File: src/rtl/mem_port_arbiter.sv
// Two-requester memory port arbiter: an instruction fetch port and a data load/store port
// share one memory port, with one transaction outstanding at a time.
//
// state       | meaning
// ------------+------------------------------------------------------------
// S_IDLE      | no transaction; arbitrate and latch the winner's request
// S_ISSUE     | mem_req high with latched we/addr/wdata until mem_ready
// S_WAIT_RESP | read accepted; wait for mem_rvalid to capture read data
module mem_port_arbiter #(
   parameter int STARVE_LIMIT = 4
) (
   input  logic        clk,
   input  logic        reset,
   input  logic        if_req,
   input  logic [31:0] if_addr,
   output logic        if_gnt,
   output logic        if_done,
   output logic [31:0] if_rdata,
   input  logic        d_req,
   input  logic        d_we,
   input  logic [31:0] d_addr,
   input  logic [31:0] d_wdata,
   output logic        d_gnt,
   output logic        d_done,
   output logic [31:0] d_rdata,
   output logic        mem_req,
   output logic        mem_we,
   output logic [31:0] mem_addr,
   output logic [31:0] mem_wdata,
   input  logic        mem_ready,
   input  logic        mem_rvalid,
   input  logic [31:0] mem_rdata,
   output logic        busy
);

   localparam int SW = $clog2(STARVE_LIMIT + 1);
   localparam logic [SW-1:0] LIMIT = SW'(STARVE_LIMIT);

   typedef enum logic [1:0] {
      S_IDLE      = 2'd0,
      S_ISSUE     = 2'd1,
      S_WAIT_RESP = 2'd2
   } state_t;

   state_t        r_state;
   state_t        w_state_nxt;
   logic [SW-1:0] r_streak;
   logic          r_owner_d;
   logic          r_we;
   logic [31:0]   r_addr;
   logic [31:0]   r_wdata;
   logic          r_if_gnt;
   logic          r_d_gnt;
   logic          r_if_done;
   logic          r_d_done;
   logic [31:0]   r_if_rdata;
   logic [31:0]   r_d_rdata;
   logic          w_grant_if;
   logic          w_grant_d;
   logic          w_done;
   logic          w_capture;
   logic          w_issue;

   always_ff @(posedge clk or negedge reset) begin
      if (!reset) r_state <= S_IDLE;
      else        r_state <= w_state_nxt;
   end

   always_comb begin
      w_state_nxt = r_state;
      w_grant_if  = 1'b0;
      w_grant_d   = 1'b0;
      w_done      = 1'b0;
      w_capture   = 1'b0;
      case (r_state)
         S_IDLE: begin
            // Data normally wins; a saturated streak hands the next slot to fetch.
            if (d_req && !(if_req && (r_streak == LIMIT))) begin
               w_grant_d   = 1'b1;
               w_state_nxt = S_ISSUE;
            end else if (if_req) begin
               w_grant_if  = 1'b1;
               w_state_nxt = S_ISSUE;
            end
         end
         S_ISSUE: begin
            if (mem_ready) begin
               if (r_we) begin
                  w_done      = 1'b1;
                  w_state_nxt = S_IDLE;
               end else begin
                  w_state_nxt = S_WAIT_RESP;
               end
            end
         end
         S_WAIT_RESP: begin
            if (mem_rvalid) begin
               w_capture   = 1'b1;
               w_done      = 1'b1;
               w_state_nxt = S_IDLE;
            end
         end
         default: w_state_nxt = S_IDLE;
      endcase
   end

   always_ff @(posedge clk or negedge reset) begin
      if (!reset) begin
         r_streak   <= '0;
         r_owner_d  <= 1'b0;
         r_we       <= 1'b0;
         r_addr     <= '0;
         r_wdata    <= '0;
         r_if_gnt   <= 1'b0;
         r_d_gnt    <= 1'b0;
         r_if_done  <= 1'b0;
         r_d_done   <= 1'b0;
         r_if_rdata <= '0;
         r_d_rdata  <= '0;
      end else begin
         r_if_gnt  <= w_grant_if;
         r_d_gnt   <= w_grant_d;
         r_if_done <= w_done && !r_owner_d;
         r_d_done  <= w_done && r_owner_d;
         if (w_grant_d) begin
            r_owner_d <= 1'b1;
            r_we      <= d_we;
            r_addr    <= d_addr;
            r_wdata   <= d_wdata;
            if (!if_req)               r_streak <= '0;
            else if (r_streak != LIMIT) r_streak <= r_streak + SW'(1);
         end else if (w_grant_if) begin
            r_owner_d <= 1'b0;
            r_we      <= 1'b0;
            r_addr    <= if_addr;
            r_wdata   <= '0;
            r_streak  <= '0;
         end
         if (w_capture) begin
            if (r_owner_d) r_d_rdata  <= mem_rdata;
            else           r_if_rdata <= mem_rdata;
         end
      end
   end

   assign w_issue   = (r_state == S_ISSUE);
   assign mem_req   = w_issue;
   assign mem_we    = w_issue ? r_we    : 1'b0;
   assign mem_addr  = w_issue ? r_addr  : 32'd0;
   assign mem_wdata = w_issue ? r_wdata : 32'd0;
   assign busy      = (r_state != S_IDLE);
   assign if_gnt    = r_if_gnt;
   assign d_gnt     = r_d_gnt;
   assign if_done   = r_if_done;
   assign d_done    = r_d_done;
   assign if_rdata  = r_if_rdata;
   assign d_rdata   = r_d_rdata;

endmodule

File: config.mk
export PLATFORM = sky130hd
export DESIGN_NAME = mem_port_arbiter
export DESIGN_NICKNAME = d
export VERILOG_FILES = /design/src/rtl/mem_port_arbiter.sv
export SDC_FILE = /design/constraint.sdc
export NUM_CORES = 1
export LEC_CHECK = 0
export CORE_ASPECT_RATIO = 0.8
export CORE_MARGIN = 2
export CORE_UTILIZATION = 57
export DETAILED_ROUTE_END_ITERATION = 10
export DONT_BUFFER_PORTS = 1
export PLACE_DENSITY_LB_ADDON = 0.3
export SLEW_MARGIN = 20
export SYNTH_ARGS = -nofsm -noshare
export SYNTH_HDL_FRONTEND = slang
export SYNTH_SLANG_ARGS = --single-unit
File: constraint.sdc
create_clock -name clk -period 1.7 [get_ports clk]
set_input_delay 0.34 -clock clk [delete_from_list [all_inputs] [get_ports clk]]
set_output_delay 0.34 -clock clk [all_outputs]
set_load 0.02 [all_outputs]
==> After elaboration in Yosys (flattened, before gate mapping) <==
Index checks and enable logic that the tools add are counted.
{ "totals": {"memories": 0, "inputBits": 135, "wordCells": 65, "regBits": 139, "out_inout_bits": 135, "mem_bits_rw": 0, "latchBits": 0, "mem_bits_ro": 0} }
{ "classes": {"shifts": 0, "div": 0, "reduce_logical": 13, "bitwise": 1, "n_addsub": 1, "n_eq_ne": 8, "n_lt_le_gt_ge": 0, "n_mux": 30, "n_mul": 0} }
{ "ops": {"columns": ["cell", "count"], "rows": [
  ["32-bit two-way mux", 6],
  ["1-bit two-way mux", 13],
  ["3-bit two-way mux", 4],
  ["2-bit two-way mux", 5],
  ["3-bit != test, second input constant", 2],
  ["2-bit case mux with 3 select lines", 1],
  ["2-bit AND reduction", 3],
  ["1-bit logical AND", 4],
  ["2-bit != test, second input constant", 2],
  ["2-bit nonzero test", 2],
  ["3-bit by 1-bit adder with 3-bit output, second input constant", 1],
  ["3-bit equality test, second input constant", 1],
  ["3-bit by 2-bit != test with 1-bit output, second input constant", 1],
  ["3-bit AND reduction", 1],
  ["2-bit by 1-bit equality test with 1-bit output, second input constant", 1],
  ["2-bit equality test, second input constant", 1],
  ["1-bit zero test", 2],
  ["2-bit zero test", 1],
  ["1-bit case mux with 2 select lines", 1],
  ["1-bit inverter", 1]
]} }

==> Depth between registers and ports, before layout <==
{ "logic_depth": {"ltp_word": 8, "ltp_mapped": 8, "ltp_nobuf": 5} }

==> Worst setup path after synthesis <==
No wires, ideal clock.
{ "synth_timing": {"path_kind": "register to output", "start": "register r_state[1]", "end": "output mem_addr[12]", "setup_slack_ns": -0.133, "t_required_ns": 1.360, "n_path_buf": 2, "stages_incl_launch_ff": 6, "arrival_time_ns": 1.493, "path_cell_list": "dfrtp_1 -> inv_1 -> ha_1 -> clkbuf_1 -> clkbuf_1 -> and2_1"} }
{ "synth_via": {"elab_chain_len": 2} }
{ "synth_lines": {"columns": ["item", "line", "source"], "rows": [
  ["from (decl)", "45", "state_t r_state;"],
  ["from (signal assigned)", "66", "else r_state <= w_state_nxt;"],
  ["2-bit by 1-bit equality test with 1-bit output", "146", "assign w_issue = (r_state == S_ISSUE);"],
  ["net mem_req", "26", "output logic mem_req,"],
  ["32-bit two-way mux", "149", "assign mem_addr = w_issue ? r_addr : 32'd0;"],
  ["to (decl)", "28", "output logic [31:0] mem_addr,"]
]} }
The timed path passes the listed nets, and every way through them passes these cells.

==> Final worst setup path <==
{ "layout_timing": {"start": "register r_state[1]", "end": "output mem_we"} }
{ "layout_via": {"elab_chain_len": 2} }
{ "layout_lines": {"columns": ["item", "line", "source"], "rows": [
  ["2-bit by 1-bit equality test with 1-bit output", "146", null],
  ["1-bit two-way mux", "148", "assign mem_we = w_issue ? r_we : 1'b0;"],
  ["to (decl)", "27", "output logic mem_we,"]
]} }
Every way passes these cells.

==> run summary <==
net switching power = 6.47 mW
area of the die = 0.0120 mm^2
antenna-violating nets left = 0
CP bufs+invs = 4
clk root buf = clkbuf_16
critical path arrival = 1590 ps
Fillers = 753
Critical Path Source Type = flop
fin util = 70.2%
H-tree depth = 4
chip width = 122 um
PwrDens = 2200 mW/mm^2
IO Port Bufs = 0
Longest Clk Path Bufs = 2
worst hold path type = in2async
largest net degree at the start of global routing = 140
Post-Syn Nets = 641
later-pin clock latency in the skew report = 420 ps
mapped cell area = 0.00634 mm^2
CTS tree = built
final setup skew = 9.55 ps
met1 WL = 5950 um
DRC viols = 0
Worst Max-Slew Pin Slew = 304 ps
Cell Chain, Critical Path = inv_2 -> buf_6 -> ha_4 -> buf_6 -> clkbuf_16 -> and2_4
Leakage = 3.55 nW
synth top area cells = dfrtp_1, mux2_2, and2_1
RSZ-0062 raised after global routing = yes
CP Class = reg2out
CTS sink count = 139
mux contribution to synthesized area = 28.1%
number of enable flip-flop cells after synthesis = 0
DR top layer = met4
CTS Buf Count = 17
IR drop worst, VDD = 1.14 mV
Cell Int Power = 10.3 mW
critical path peak fanout = 7
Hold Buf Count CTS = 1
Final Hold Viols = 139
dpl ws = -175 ps
Synth Area per Inst = 12.6 um^2
Slew Viols, Final = 0
Comb power frac = 38.0%
main combinational cell family by area after synthesis = multiplexers
most frequent cell after synthesis = dfrtp_1
share of post-route cells with drive strength above 1 = 42.8%
Critical Path RT = 1360 ps
Critical Path Most Common Cell = buf_6
gr usage total = 22.8%
# rows = 34
routed wl met2 = 7190 um
status = finished, violations left
FF-to-FF setup slack = -150 ps
Clock transition at path regs = 60 ps
initial antenna violation count = 0
Netlist cell types = 28
Post-synth ARST share = 100%
Final period util = 114%
post-layout minimum cycle time = 1930 ps
met3 wire length = 1050 um
Initial Util = 58.4%
Sequential Power Share = 41.4%
Switching Fraction = 38.7%
Setup TNS = -18,880 ps
Final WS setup = -234 ps
yosys warns = 0
Die Ht = 98.3 um
Most used DFF post-synth = dfrtp_1
CP top delay family = buffers and inverters
first-pass GRT wire length = 20,700 um
routability cong. = 0.782
Antenna Diode Count = 0
Synth Area in XOR/XNOR = 0%
Setup crit end kind = output pin
Syn Inst Count = 501
simple-gate share of the synthesized area = 9.79%
first drt pass iteration count = 4
grt ovf = 0
Post-DP HPWL = 9210 um
via count = 3,786
clock power share = 20.7%
Seq cells post-synth = 139
core area = 0.0108 mm^2
Slew headroom = 79.5%
Synth Area in Adders = 0.987%
Final Setup Violations = 130
slowest stage cell, crit path = dfrtp_1
violated checks = negative hold slack, negative setup slack
per-cell routed wire length = 21.2 um
vias in the first global route = 3,931
hold slack = -384 ps
WL final = 14,500 um
max-cap viol count = 0
max frequency = 0.517 GHz
leading area contributor after synthesis = dfrtp_1
PnR Total Power = 16.7 mW
Area Growth Syn to Fin = 20.2%
share of the synthesized area in the top cell type = 54.9%
nets = 665
post-synthesis compound-gate area fraction = 1.30%
CP peak stage delay = 380 ps
boundary pin count = 270
post-synthesis sequential area ratio = 54.9%
drt first-iter violations = 156
Via density = 5.55
commonest cells in the netlist = dfrtp_1, mux2_2, and2_1
-- flip-flops by register name (all words and copies together) (netlist names) --
register,flops
d_done,1
d_gnt,1
d_rdata,32
if_done,1
if_gnt,1
if_rdata,32
r_addr,32
r_owner_d,1
r_state,2
r_streak,3
r_wdata,32
r_we,1
-- final timing paths --
check | to | depth (start not counted) | from
worst max-delay path | mem_we | 6 | r_state[1]$_DFFE_PN0P_
min in group clk | r_wdata[25]$_DFFE_PN0P_ | 2 | d_wdata[25]
max in group asynchronous | d_rdata[23]$_DFFE_PN0P_ | 0 | reset
worst min register to register | if_done$_DFF_PN0_ | 1 | r_owner_d$_DFFE_PN0P_
worst max register to register | r_addr[23]$_DFFE_PN0P_ | 7 | r_state[0]$_DFFE_PN0P_
worst min-delay path | r_addr[0]$_DFFE_PN0P_ | 0 | reset
-- timing repair --
action	CTS	global route
buffers inserted	0	8
endpoints found under the setup margin	131	133
gates resized for setup	65	27
hold endpoints to repair	140	139
pin swaps	0	1
gates cloned	1	9
-- cells in the final DEF, fill, tap and decap left out, types with 5 or more instances in the layout --
cell type / instances
inv_6: 5
and2_4: 65
mux2_2: 96
nand2_1: 38
buf_6: 5
clkinvlp_4: 5
inv_1: 39
dfrtp_1: 139
buf_12: 8
clkbuf_16: 23
mux2_1: 32
mux2i_1: 34
buf_4: 9
-- cell type report --
class                   count  area (um^2)  area share, %
clock inverters            15          130           1.71
inverters                  40          150           1.97
clock buffers              17          425           5.59
well taps                 144          180           2.37
flip-flops and latches    139         3480           45.7
multi-input cells         294         2730           35.9
repair buffers             33          517           6.79
-- power by group through the flow --
stage	Sequential (mW)	Combinational [mW]	Clock [mW]
after floorplan	6.54	4.23	0
after global placement	6.81	4.86	0
after detailed placement	6.89	5.05	0
after CTS	6.90	5.50	3.51
after global routing	7.10	6.79	3.68
final	6.92	6.35	3.45
-- cell families (layout without fill, tap and decap cells) --
family          Yosys count  in the layout
mux                     162            162
flops                   139            139
simple gates            116            116
buf+inv                  68            105
compound gates           11             11
fa+ha+maj                 5              5
-- metal layers --
metal  vias up  GRT usage, %
li1       1714             -
met1      1901          27.1
met2       148          36.7
met3        23          8.24
met4         0          11.0
met5         -             0
-- stage by stage --
| stage | instance area [um^2] | instances | hold WS [ps] |
|---|---|---|---|
| after CTS | 7310 | 665 | -405 |
| final | 7610 | 682 | -384 |
| after global routing | 7610 | 682 | -410 |
| after global placement | 6620 | 631 | 47.8 |
| after detailed placement | 6620 | 631 | 47.5 |
| after floorplan | 6400 | 501 | 44.4 |
(Power assumes the default switching activity.)
